`config.mk`:
```
export PLATFORM = sky130hd
export DESIGN_NAME = tvf_word_unpacker_flat
export DESIGN_NICKNAME = d
export VERILOG_FILES = /design/src/rtl/tvf_word_unpacker_pkg.sv /design/src/rtl/tvf_word_unpacker_if.sv /design/src/rtl/tvf_word_fifo.sv /design/src/rtl/tvf_word_unpacker.sv /design/src/flat_wrapper.sv
export SDC_FILE = /design/constraint.sdc
export NUM_CORES = 1
export LEC_CHECK = 0
export ABC_AREA = 1
export CORE_MARGIN = 8
export CORE_UTILIZATION = 60
export CTS_BUF_LIST = sky130_fd_sc_hd__clkbuf_8
export DETAILED_ROUTE_END_ITERATION = 16
export GPL_ROUTABILITY_DRIVEN = 0
export PLACE_DENSITY = 0.8
export REMOVE_ABC_BUFFERS = 1
export SKIP_CTS_REPAIR_TIMING = 1
export SLEW_MARGIN = 15
export SYNTH_ARGS = -nofsm -noshare
export SYNTH_HDL_FRONTEND = slang
export SYNTH_SLANG_ARGS = --single-unit
```
`constraint.sdc`:
```
create_clock -name clk -period 4.9 [get_ports clk]
set_input_delay 0.98 -clock clk [delete_from_list [all_inputs] [get_ports clk]]
set_output_delay 0.98 -clock clk [all_outputs]
set_load 0.02 [all_outputs]
```
`src/rtl/tvf_word_unpacker_pkg.sv`:
```
// Shared widths, packed-group field layout, FSM encoding and the group -> (t,v,f) decode
// for the t/v/f word unpacker.
package tvf_word_unpacker_pkg;
   localparam int VEF_BIT     = 8;
   localparam int T_PER_WORD  = 4;
   localparam int BIT_P_GROUP = 2 + 2*(VEF_BIT-1);
   localparam int SRAM_WORD   = T_PER_WORD*BIT_P_GROUP;
   localparam int MAX_T_LOG   = 10;

   // Group layout, MSB to LSB: {t[1:0], v[FLD_W-1:0], f[FLD_W-1:0]}
   localparam int FLD_W = VEF_BIT-1;
   localparam int F_LSB = 0;
   localparam int V_LSB = FLD_W;
   localparam int T_LSB = 2*FLD_W;

   localparam int GRP_IDX_W = $clog2(T_PER_WORD);
   localparam int WCNT_W    = MAX_T_LOG - GRP_IDX_W + 1;

   typedef enum logic [1:0] {
      ST_IDLE   = 2'd0,
      ST_FETCH  = 2'd1,
      ST_STREAM = 2'd2
   } state_t;

   typedef struct packed {
      logic [1:0]         t;
      logic [VEF_BIT-1:0] v;
      logic [VEF_BIT-1:0] f;
   } tvf_elem_t;

   // Inverse of the packer's TVF_to_group: fields come back MSB zero-extended.
   function automatic tvf_elem_t group_to_tvf(input logic [BIT_P_GROUP-1:0] g);
      tvf_elem_t e;
      e.t = g[T_LSB +: 2];
      e.v = {1'b0, g[V_LSB +: FLD_W]};
      e.f = {1'b0, g[F_LSB +: FLD_W]};
      return e;
   endfunction
endpackage

```
`src/rtl/tvf_word_unpacker_if.sv`:
```
// Control, SRAM read-return and element-stream signals of the unpacker.
// master = unpacker side, slave = SRAM controller / PE feed / sequencer side.
interface tvf_word_unpacker_if;
   import tvf_word_unpacker_pkg::*;

   logic                 i_start;
   logic [MAX_T_LOG-1:0] i_T_size;
   logic                 o_busy;
   logic                 o_sram_request;
   logic                 i_word_valid;
   logic [SRAM_WORD-1:0] i_word;
   logic                 o_valid;
   logic                 i_update;
   logic [1:0]           o_t;
   logic [VEF_BIT-1:0]   o_v;
   logic [VEF_BIT-1:0]   o_f;
   logic                 o_t_last;

   modport master (
      input  i_start, i_T_size, i_word_valid, i_word, i_update,
      output o_busy, o_sram_request, o_valid, o_t, o_v, o_f, o_t_last
   );

   modport slave (
      output i_start, i_T_size, i_word_valid, i_word, i_update,
      input  o_busy, o_sram_request, o_valid, o_t, o_v, o_f, o_t_last
   );
endinterface

```
`src/rtl/tvf_word_fifo.sv`:
```
// Two-entry word FIFO. ent0 is the head; shift consumes one group from the head in place.
module tvf_word_fifo
   import tvf_word_unpacker_pkg::*;
(
   input  logic                 clk,
   input  logic                 rst,
   input  logic                 push,
   input  logic [SRAM_WORD-1:0] push_data,
   input  logic                 pop,
   input  logic                 shift,
   output logic [SRAM_WORD-1:0] head,
   output logic [1:0]           count
);
   logic [SRAM_WORD-1:0] ent0, ent1;

   assign head = ent0;

   always_ff @(posedge clk) begin
      if (rst) begin
         ent0  <= '0;
         ent1  <= '0;
         count <= '0;
      end else begin
         unique case ({push, pop})
            2'b10: begin
               if (count == 2'd0) begin
                  ent0 <= push_data;
               end else begin
                  ent1 <= push_data;
                  if (shift) ent0 <= ent0 << BIT_P_GROUP;
               end
               count <= count + 2'd1;
            end
            2'b01: begin
               ent0  <= ent1;
               count <= count - 2'd1;
            end
            2'b11: begin
               if (count == 2'd2) begin
                  ent0 <= ent1;
                  ent1 <= push_data;
               end else begin
                  ent0 <= push_data;
               end
            end
            default: begin
               if (shift) ent0 <= ent0 << BIT_P_GROUP;
            end
         endcase
      end
   end
endmodule

```
`src/rtl/tvf_word_unpacker.sv`:
```
// Fetches packed SRAM words (max 2 in flight or buffered) and streams their t/v/f groups,
// MSB group first, through a registered output stage with 1 element/cycle throughput.
module tvf_word_unpacker
   import tvf_word_unpacker_pkg::*;
(
   input  logic                clk,
   input  logic                rst,
   tvf_word_unpacker_if.master bus
);
   state_t                 state;
   logic [MAX_T_LOG-1:0]   t_size, elem_cnt;
   logic [WCNT_W-1:0]      words_total, words_req;
   logic [1:0]             outstanding;
   logic [GRP_IDX_W-1:0]   grp_idx;
   logic [MAX_T_LOG:0]     size_rnd;

   logic [1:0]             fifo_cnt;
   logic [SRAM_WORD-1:0]   fifo_head, fifo_push_data, src_word;
   logic                   fifo_push, fifo_pop, fifo_shift, fifo_empty;
   logic                   word_acc, take, is_last, word_end, req_ok;
   tvf_elem_t              nxt_elem;

   tvf_word_fifo u_fifo (
      .clk       (clk),
      .rst       (rst),
      .push      (fifo_push),
      .push_data (fifo_push_data),
      .pop       (fifo_pop),
      .shift     (fifo_shift),
      .head      (fifo_head),
      .count     (fifo_cnt)
   );

   // Responses with nothing outstanding, or while idle (stale after reset), are dropped.
   assign word_acc   = bus.i_word_valid & (outstanding != 2'd0) & (state != ST_IDLE);
   assign fifo_empty = (fifo_cnt == 2'd0);
   // With an empty FIFO the returning word feeds the output regs directly.
   assign src_word   = fifo_empty ? bus.i_word : fifo_head;
   assign nxt_elem   = group_to_tvf(src_word[SRAM_WORD-1 -: BIT_P_GROUP]);

   assign take = (state != ST_IDLE) & (~fifo_empty | word_acc) & (elem_cnt != t_size)
               & (~bus.o_valid | bus.i_update);
   assign is_last  = (elem_cnt == t_size - MAX_T_LOG'(1));
   assign word_end = take & ((grp_idx == GRP_IDX_W'(T_PER_WORD-1)) | is_last);

   assign fifo_push      = word_acc & ~(fifo_empty & word_end);
   assign fifo_push_data = (fifo_empty & take) ? (bus.i_word << BIT_P_GROUP) : bus.i_word;
   assign fifo_pop       = ~fifo_empty & word_end;
   assign fifo_shift     = ~fifo_empty & take & ~word_end;

   assign req_ok = (state != ST_IDLE)
                 & (({1'b0, fifo_cnt} + {1'b0, outstanding}) < 3'd2)
                 & (words_req < words_total);

   assign size_rnd = {1'b0, bus.i_T_size} + (MAX_T_LOG+1)'(T_PER_WORD-1);

   always_ff @(posedge clk) begin
      if (rst) begin
         state              <= ST_IDLE;
         t_size             <= '0;
         elem_cnt           <= '0;
         words_total        <= '0;
         words_req          <= '0;
         outstanding        <= '0;
         grp_idx            <= '0;
         bus.o_busy         <= 1'b0;
         bus.o_sram_request <= 1'b0;
         bus.o_valid        <= 1'b0;
         bus.o_t            <= '0;
         bus.o_v            <= '0;
         bus.o_f            <= '0;
         bus.o_t_last       <= 1'b0;
      end else begin
         bus.o_sram_request <= req_ok;
         outstanding        <= outstanding + 2'(req_ok) - 2'(word_acc);
         if (req_ok) words_req <= words_req + WCNT_W'(1);

         if (take) begin
            bus.o_valid  <= 1'b1;
            bus.o_t      <= nxt_elem.t;
            bus.o_v      <= nxt_elem.v;
            bus.o_f      <= nxt_elem.f;
            bus.o_t_last <= is_last;
            elem_cnt     <= elem_cnt + MAX_T_LOG'(1);
            grp_idx      <= word_end ? '0 : grp_idx + GRP_IDX_W'(1);
         end else if (bus.o_valid & bus.i_update) begin
            bus.o_valid  <= 1'b0;
            bus.o_t_last <= 1'b0;
         end

         unique case (state)
            ST_IDLE: begin
               if (bus.i_start && bus.i_T_size != '0) begin
                  state       <= ST_FETCH;
                  t_size      <= bus.i_T_size;
                  words_total <= WCNT_W'(size_rnd >> GRP_IDX_W);
                  words_req   <= '0;
                  elem_cnt    <= '0;
                  grp_idx     <= '0;
                  bus.o_busy  <= 1'b1;
               end
            end
            ST_FETCH: begin
               if (take) state <= ST_STREAM;
            end
            ST_STREAM: begin
               if (bus.o_valid && bus.i_update && bus.o_t_last) begin
                  state      <= ST_IDLE;
                  bus.o_busy <= 1'b0;
               end
            end
            default: state <= ST_IDLE;
         endcase
      end
   end
endmodule

```
`src/flat_wrapper.sv`:
```
// flat-port wrapper written by rule: the top's interface ports become plain ports
module tvf_word_unpacker_flat import tvf_word_unpacker_pkg::*;
  (clk, rst, bus_i_start, bus_i_T_size, bus_i_word_valid, bus_i_word, bus_i_update, bus_o_busy, bus_o_sram_request, bus_o_valid, bus_o_t, bus_o_v, bus_o_f, bus_o_t_last);
  tvf_word_unpacker_if bus_i ();
  input  logic clk;
  input  logic rst;
  input wire logic [$bits(bus_i.i_start)-1:0] bus_i_start;
  input wire logic [$bits(bus_i.i_T_size)-1:0] bus_i_T_size;
  input wire logic [$bits(bus_i.i_word_valid)-1:0] bus_i_word_valid;
  input wire logic [$bits(bus_i.i_word)-1:0] bus_i_word;
  input wire logic [$bits(bus_i.i_update)-1:0] bus_i_update;
  output wire logic [$bits(bus_i.o_busy)-1:0] bus_o_busy;
  output wire logic [$bits(bus_i.o_sram_request)-1:0] bus_o_sram_request;
  output wire logic [$bits(bus_i.o_valid)-1:0] bus_o_valid;
  output wire logic [$bits(bus_i.o_t)-1:0] bus_o_t;
  output wire logic [$bits(bus_i.o_v)-1:0] bus_o_v;
  output wire logic [$bits(bus_i.o_f)-1:0] bus_o_f;
  output wire logic [$bits(bus_i.o_t_last)-1:0] bus_o_t_last;
  assign bus_i.i_start = bus_i_start;
  assign bus_i.i_T_size = bus_i_T_size;
  assign bus_i.i_word_valid = bus_i_word_valid;
  assign bus_i.i_word = bus_i_word;
  assign bus_i.i_update = bus_i_update;
  assign bus_o_busy = bus_i.o_busy;
  assign bus_o_sram_request = bus_i.o_sram_request;
  assign bus_o_valid = bus_i.o_valid;
  assign bus_o_t = bus_i.o_t;
  assign bus_o_v = bus_i.o_v;
  assign bus_o_f = bus_i.o_f;
  assign bus_o_t_last = bus_i.o_t_last;
  tvf_word_unpacker u_core (.clk(clk), .rst(rst), .bus(bus_i));
endmodule
```
**Yosys cells after proc, flatten, opt, wreduce, memory -nomap -nowiden**

Cells that the tools add are included.

- Flip-flop bits (word level): 194
- Output and inout port bits: 22

- $lt $le $gt $ge: 2
- Reduce and logical (&&, ||, !) cells: 16
- $add $sub $neg: 10
- Equality and inequality tests: 14
- Mux-type cells: 30
- Bitwise gates (word level): 22

Operator list:

| cell | number |
|---|---|
| $mux 64 | 7 |
| $pmux 64 s3 | 1 |
| $pmux 64 s2 | 1 |
| $mux 10 | 3 |
| $mux 9 | 3 |
| $and 1x1->1 | 15 |
| $mux 2 | 7 |
| $reduce_bool 2->1 | 6 |
| $add 10x2->11 const B | 1 |
| $add 10x1->10 const B | 1 |
| $eq 10x10->1 | 1 |
| $eq 2x2->1 const B | 5 |
| $ne 10x10->1 | 1 |
| $reduce_bool 10->1 | 1 |
| $sub 10x1->10 const B | 1 |
| $add 9x1->9 const B | 1 |
| $lt 9x9->1 | 1 |
| $reduce_and 3->1 | 3 |
| $ne 2x1->1 const B | 3 |
| $pmux 2 s3 | 1 |
| $mux 1 | 5 |
| $add 2x1->2 const B | 2 |
| $eq 2x1->1 const B | 2 |
| $logic_not 2->1 | 2 |
| 12 further kinds | 20 |

**Longest topological paths before layout**

- Depth after elaboration: 14
- Gate-level depth with buffers: 23

**Hierarchy**

A second synthesis with hierarchy kept.

- Cells, all modules: 1745
- Area total of the unflattened synthesis: 10839.1 um^2

By module, submodules not included:

| module | instances | cells an instance | seq. area each (um^2) | area an instance (um^2) |
|---|---|---|---|---|
| tvf_word_fifo | 1 | 1035 | 2602.5 | 6513.7 |
| tvf_word_unpacker | 1 | 710 | 1281.2 | 4325.4 |

**Worst setup path after synthesis**

Ideal clock, no wire load.

- Path type: input to register
- Start point: input bus_i_word_valid
- End point: register u_core.u_fifo.ent1[59]
- Path slack: 1866 ps
- Buffers on the path: 2
- Required time: 4784 ps
- Stages: 17
- Arrival time: 2918 ps
- Cell sequence: o211ai_2 -> o21ai_1 -> nand3_2 -> inv_2 -> nand2_1 -> nand2_2 -> nand2_2 -> inv_1 -> ha_1 -> o21ai_0 -> nand3_1 -> inv_1 -> clkbuf_1 -> buf_1 -> nand2_1 -> o211ai_1 -> inv_1

- Longest elaborated chain between the ends: 13

Ends and longest elaborated chain:

| item | line | source |
|---|---|---|
| start: declaration | flat_wrapper.sv:9 | `input wire logic [$bits(bus_i.i_word_valid)-1:0] bus_i_word_valid;` |
| $and 1x1->1 (*) (2 in a row) | tvf_word_unpacker.sv:35 | `assign word_acc = bus.i_word_valid & (outstanding != 2'd0) & (state != ST_IDLE);` |
| $or 1x1->1 | tvf_word_unpacker.sv:41 | `assign take = (state != ST_IDLE) & (~fifo_empty \| word_acc) & (elem_cnt != t_size)` |
| $and 1x1->1 (2 in a row) | tvf_word_unpacker.sv:41 |  |
| $and 1x1->1 | tvf_word_unpacker.sv:42 | `& (~bus.o_valid \| bus.i_update);` |
| $and 1x1->1 | tvf_word_unpacker.sv:44 | `assign word_end = take & ((grp_idx == GRP_IDX_W'(T_PER_WORD-1)) \| is_last);` |
| $and 1x1->1 | tvf_word_unpacker.sv:46 | `assign fifo_push = word_acc & ~(fifo_empty & word_end);` |
| $not 1->1 | tvf_word_unpacker.sv:46 |  |
| $and 1x1->1 | tvf_word_unpacker.sv:46 |  |
| $eq 2x2->1 | tvf_word_fifo.sv:24 | `unique case ({push, pop})` |
| $ne 2x2->1 (no line) or $reduce_bool 2->1 (tied branches) | - |  |
| $reduce_and 3->1 (no line) | - |  |
| end signal: assignment | tvf_word_fifo.sv:29 | `ent1 <= push_data;` |
| end signal: assignment | tvf_word_fifo.sv:41 | `ent1 <= push_data;` |
| end: declaration | tvf_word_fifo.sv:14 | `logic [SRAM_WORD-1:0] ent0, ent1;` |

Every way passes the cells marked *; elsewhere a longest branch is shown, timed or not. The select of a mux whose other input is x is not followed.
A chain may end at the register's enable or synchronous reset.

**Final worst setup path**

- Start point: input bus_i_word_valid
- End point: register u_core.u_fifo.ent0[1], in the netlist u_core.u_fifo.head[1]

- Longest elaborated chain between the ends: 12

Ends and longest elaborated chain:

| item | line | source |
|---|---|---|
| $and 1x1->1 (*) (2 in a row) | tvf_word_unpacker.sv:35 |  |
| $or 1x1->1 | tvf_word_unpacker.sv:41 |  |
| $and 1x1->1 (2 in a row) | tvf_word_unpacker.sv:41 |  |
| $and 1x1->1 | tvf_word_unpacker.sv:42 |  |
| $and 1x1->1 | tvf_word_unpacker.sv:44 |  |
| $and 1x1->1 or $not 1->1 (tied branches) | tvf_word_unpacker.sv:46, tvf_word_unpacker.sv:49 |  |
| $not 1->1 or $and 1x1->1 (tied branches) | tvf_word_unpacker.sv:46, tvf_word_unpacker.sv:49 |  |
| $and 1x1->1 or $mux 64 (tied branches) | - |  |
| $eq 2x2->1, or another cell as far along | tvf_word_fifo.sv:24 |  |
| $pmux 64 s3 (*) | tvf_word_fifo.sv:24 |  |
| end signal: assignment | tvf_word_fifo.sv:27 | `ent0 <= push_data;` |
| end signal: assignment | tvf_word_fifo.sv:30 | `if (shift) ent0 <= ent0 << BIT_P_GROUP;` |
| end signal: assignment | tvf_word_fifo.sv:35 | `ent0 <= ent1;` |
| end: declaration | tvf_word_fifo.sv:14 |  |

Every way passes the cells marked *; elsewhere a longest branch is shown, timed or not.

==> results.md <==
- Outcome: finished, final reports clean
- Avg Vias per Cell: 5.35
- Slew Viols, Final: 0
- DRC violations left: 0
- All-Layer GR Usage: 0.238
- Ports: 101
- Clock latency on the worst-skew pair: 0.46 ns
- Data required, critical path: 5.29 ns
- Worst hold path cell count: 2
- Count of cell types in the netlist: 38
- Total negative setup slack: 0 ns
- Hold Crit Endpoint: u_core.u_fifo.head[12]
- Synth area leaders: dfxtp_1 (38%), nand2_1 (23%), inv_1 (6.4%)
- Leak: 0.00524 µW
- # rows: 48
- DRT Pass-1 Iters: 6
- Area Overhead vs Synth: 13.0%
- Clock sinks: 194
- WP data arrival: 3.99 ns
- Global route overflow: 0
- First-pass GRT wire length: 43.8 mm
- Initial antenna violation count: 0
- CTS Buf Count: 17
- Setup slack after layout: 1.30 ns
- Fin nets: 1742
- 1st-iter DRT viols: 744
- Synth Register Bits: 194
- Met1 Track Usage GR: 0.287
- Clk root buf: clkbuf_8
- Ys async rst share: 0
- Hold Fails Final Rpt: 0
- Leading cell types in the layout, fill and taps excluded: nand2_1 (619), dfxtp_1 (194), inv_1 (175), a21oi_1 (106), clkdlybuf4s50_1 (97)
- Die width: 147 µm
- Worst Setup Path Type: primary input to register
- Finished Cell Area: 0.0116 mm²
- PortBufs: 98
- Syn Area/Cell: 6.42 µm²
- Peak VDD IR: 255 µV
- DP HPWL: 16.7 mm
- Worst R2R Setup Slack: 1.36 ns
- Vias in the first global route: 9442
- Die Area: 0.0216 mm²
- Final wirelength: 26.0 mm
- Max cap viols: 0
- CTS max path bufs: 2
- Worst flop-to-flop path startpoint: u_core.t_size[0]
- Hold Crit Class: register to register
- Die Span Y: 147 µm
- Routed len/inst: 13.8 µm
- Clock Skew: 0.0177 ns
- Yosys warns: 0
- FF-to-FF path depth: 21
- Power density cells: 286 mW/mm²
- Met3 Usage GRT: 0.0409
- H-tree Lvls: 4
- Critical Path End Type: register
- Commonest non-fill, non-tap cell in the layout: nand2_1
- Worst setup SP type: primary input
- Register area share after synthesis: 0.377
- EDFF count, synth: 0
- RSZ-0062 raised after global routing: no
- Met2 Track Usage GR: 0.429
- Period utilization: 0.735
- Gr busiest metal: met2
- Total power draw: 3330 µW
- Via Count: 10100
- Hold_ws: 0.483 ns
- Rel. slew slack: 0.341
- Final min period: 3.60 ns
- Synth top area share: 0.377
- Core ar.: 0.0171 mm²
- Final setup vio count: 0
- Setup WS pre-CTS: 0.849 ns
- Top FF cell, synth: dfxtp_1
- F_max: 0.278 GHz
- CTS clk-pin slew, worst paths: 0.09 ns
- Initial Util: 0.604
- Largest net degree at the start of global routing: 65
- Critical R2R Capture: u_core.u_fifo.head[1]
- Share of layout cells above drive strength 1: 0.0459
- HP Start: u_core.u_fifo.head[12]
- TritonCTS clock tree: yes
- Post-route ant nets: 0
- Post-synth top area cell: dfxtp_1
- Diode count: 0
- Critical Path Fanout Max: 42
- Placed inst area: 0.0113 mm²
- Worst Tran Pin Value: 0.987 ns
- Syn Inst Count: 1606
- Area of the mapped netlist: 0.0103 mm²
## worst max path at each step
stage | startpoint | end | slack [ns] | cells past startpoint
2_1_floorplan | bus_i_word_valid | u_core.u_fifo.ent1[0] | 0.22 | 13
3_3_place_gp | bus_i_word_valid | u_core.u_fifo.head[5] | 0.96 | 16
3_5_place_dp | bus_i_word_valid | u_core.u_fifo.head[6] | 0.85 | 17
4_1_cts | bus_i_word_valid | u_core.u_fifo.head[1] | 1.30 | 17
5_1_grt | u_core.t_size[0] | u_core.u_fifo.head[38] | 0.97 | 21
6_report | bus_i_word_valid | u_core.u_fifo.head[1] | 1.30 | 17
## metal layers
metal	routed length [µm]	vias to the layer above
met1	11400	4638
met5	0	-
li1	-	5163
met2	13000	240
met3	1240	31
met4	340	0
## synth_stat cells (7+ instances only)
| master | count |
|---|---|
| a21oi_1 | 106 |
| a31oi_1 | 17 |
| buf_1 | 7 |
| buf_2 | 25 |
| buf_4 | 9 |
| clkbuf_1 | 51 |
| dfxtp_1 | 194 |
| ha_1 | 17 |
| inv_1 | 175 |
| inv_2 | 8 |
| nand2_1 | 621 |
| nand3_1 | 92 |
| nor2_1 | 53 |
| nor3_1 | 8 |
| o211ai_1 | 50 |
| o21ai_0 | 88 |
| o21ai_1 | 22 |
| o22ai_1 | 9 |
| xnor2_1 | 7 |
| xor2_1 | 8 |
## kinds of logic (layout without fill, tap and decap cells)
kind of cell,Yosys count,in the layout,synth area share
compound gates,301,301,0.166
xor+xnor,15,15,0.0127
fa+ha+maj,18,18,0.0226
buf+inv,282,331,0.113
flops,194,194,0.377
other cells,1,2,0.000364
simple gates,795,795,0.309
## through the flow
step / utilization / std cells
final: 0.683 / 1881
after detailed placement: 0.663 / 1851
after global routing: 0.683 / 1881
after global placement: 0.663 / 1851
after floorplan: - / 1509
after CTS: 0.683 / 1881
## final cells by class
type	instances	area (µm²)
Multi-Input combinational cell	1131	5270
Tap cell	225	282
Sequential cell	194	3880
Fill cell	1581	5410
Timing Repair Buffer	117	1170
Clock inverter	9	58.8
Clock buffer	21	289
Inverter	184	692
## state kept, by name, indices dropped and copies added, names as in the netlist
register                   count
u_core.bus.o_v                 7
u_core.grp_idx                 2
u_core.state                   2
u_core.words_req               9
u_core.u_fifo.ent1            64
u_core.outstanding             2
u_core.bus.o_t_last            1
u_core.bus.o_sram_request      1
u_core.bus.o_valid             1
u_core.bus.o_f                 7
u_core.t_size                 10
u_core.bus.o_t                 2
u_core.elem_cnt               10
u_core.bus.o_busy              1
u_core.u_fifo.count            2
u_core.words_total             9
u_core.u_fifo.head            64
## worst max-delay path, stage by stage
cell and delay, ns:
clkdlybuf4s50_1 0.51, o211ai_2 0.17, o21ai_1 0.16, nand3_2 0.12
inv_2 0.15, nand3_2 0.14, nand2_2 0.13, nand2_2 0.09
inv_1 0.09, ha_1 0.17, o21ai_0 0.12, o21ai_1 0.12
inv_2 0.31, buf_12 0.28, o21ai_0 0.20, nand2_1 0.08
a21oi_1 0.16
## report_power, final
group	switching, µW	leakage [µW]	internal, µW
Sequential	40.0	0.00157	1630
Combinational	452	0.00349	247
Clock	564	0.000183	398
Power figures use the tool's default switching activity.
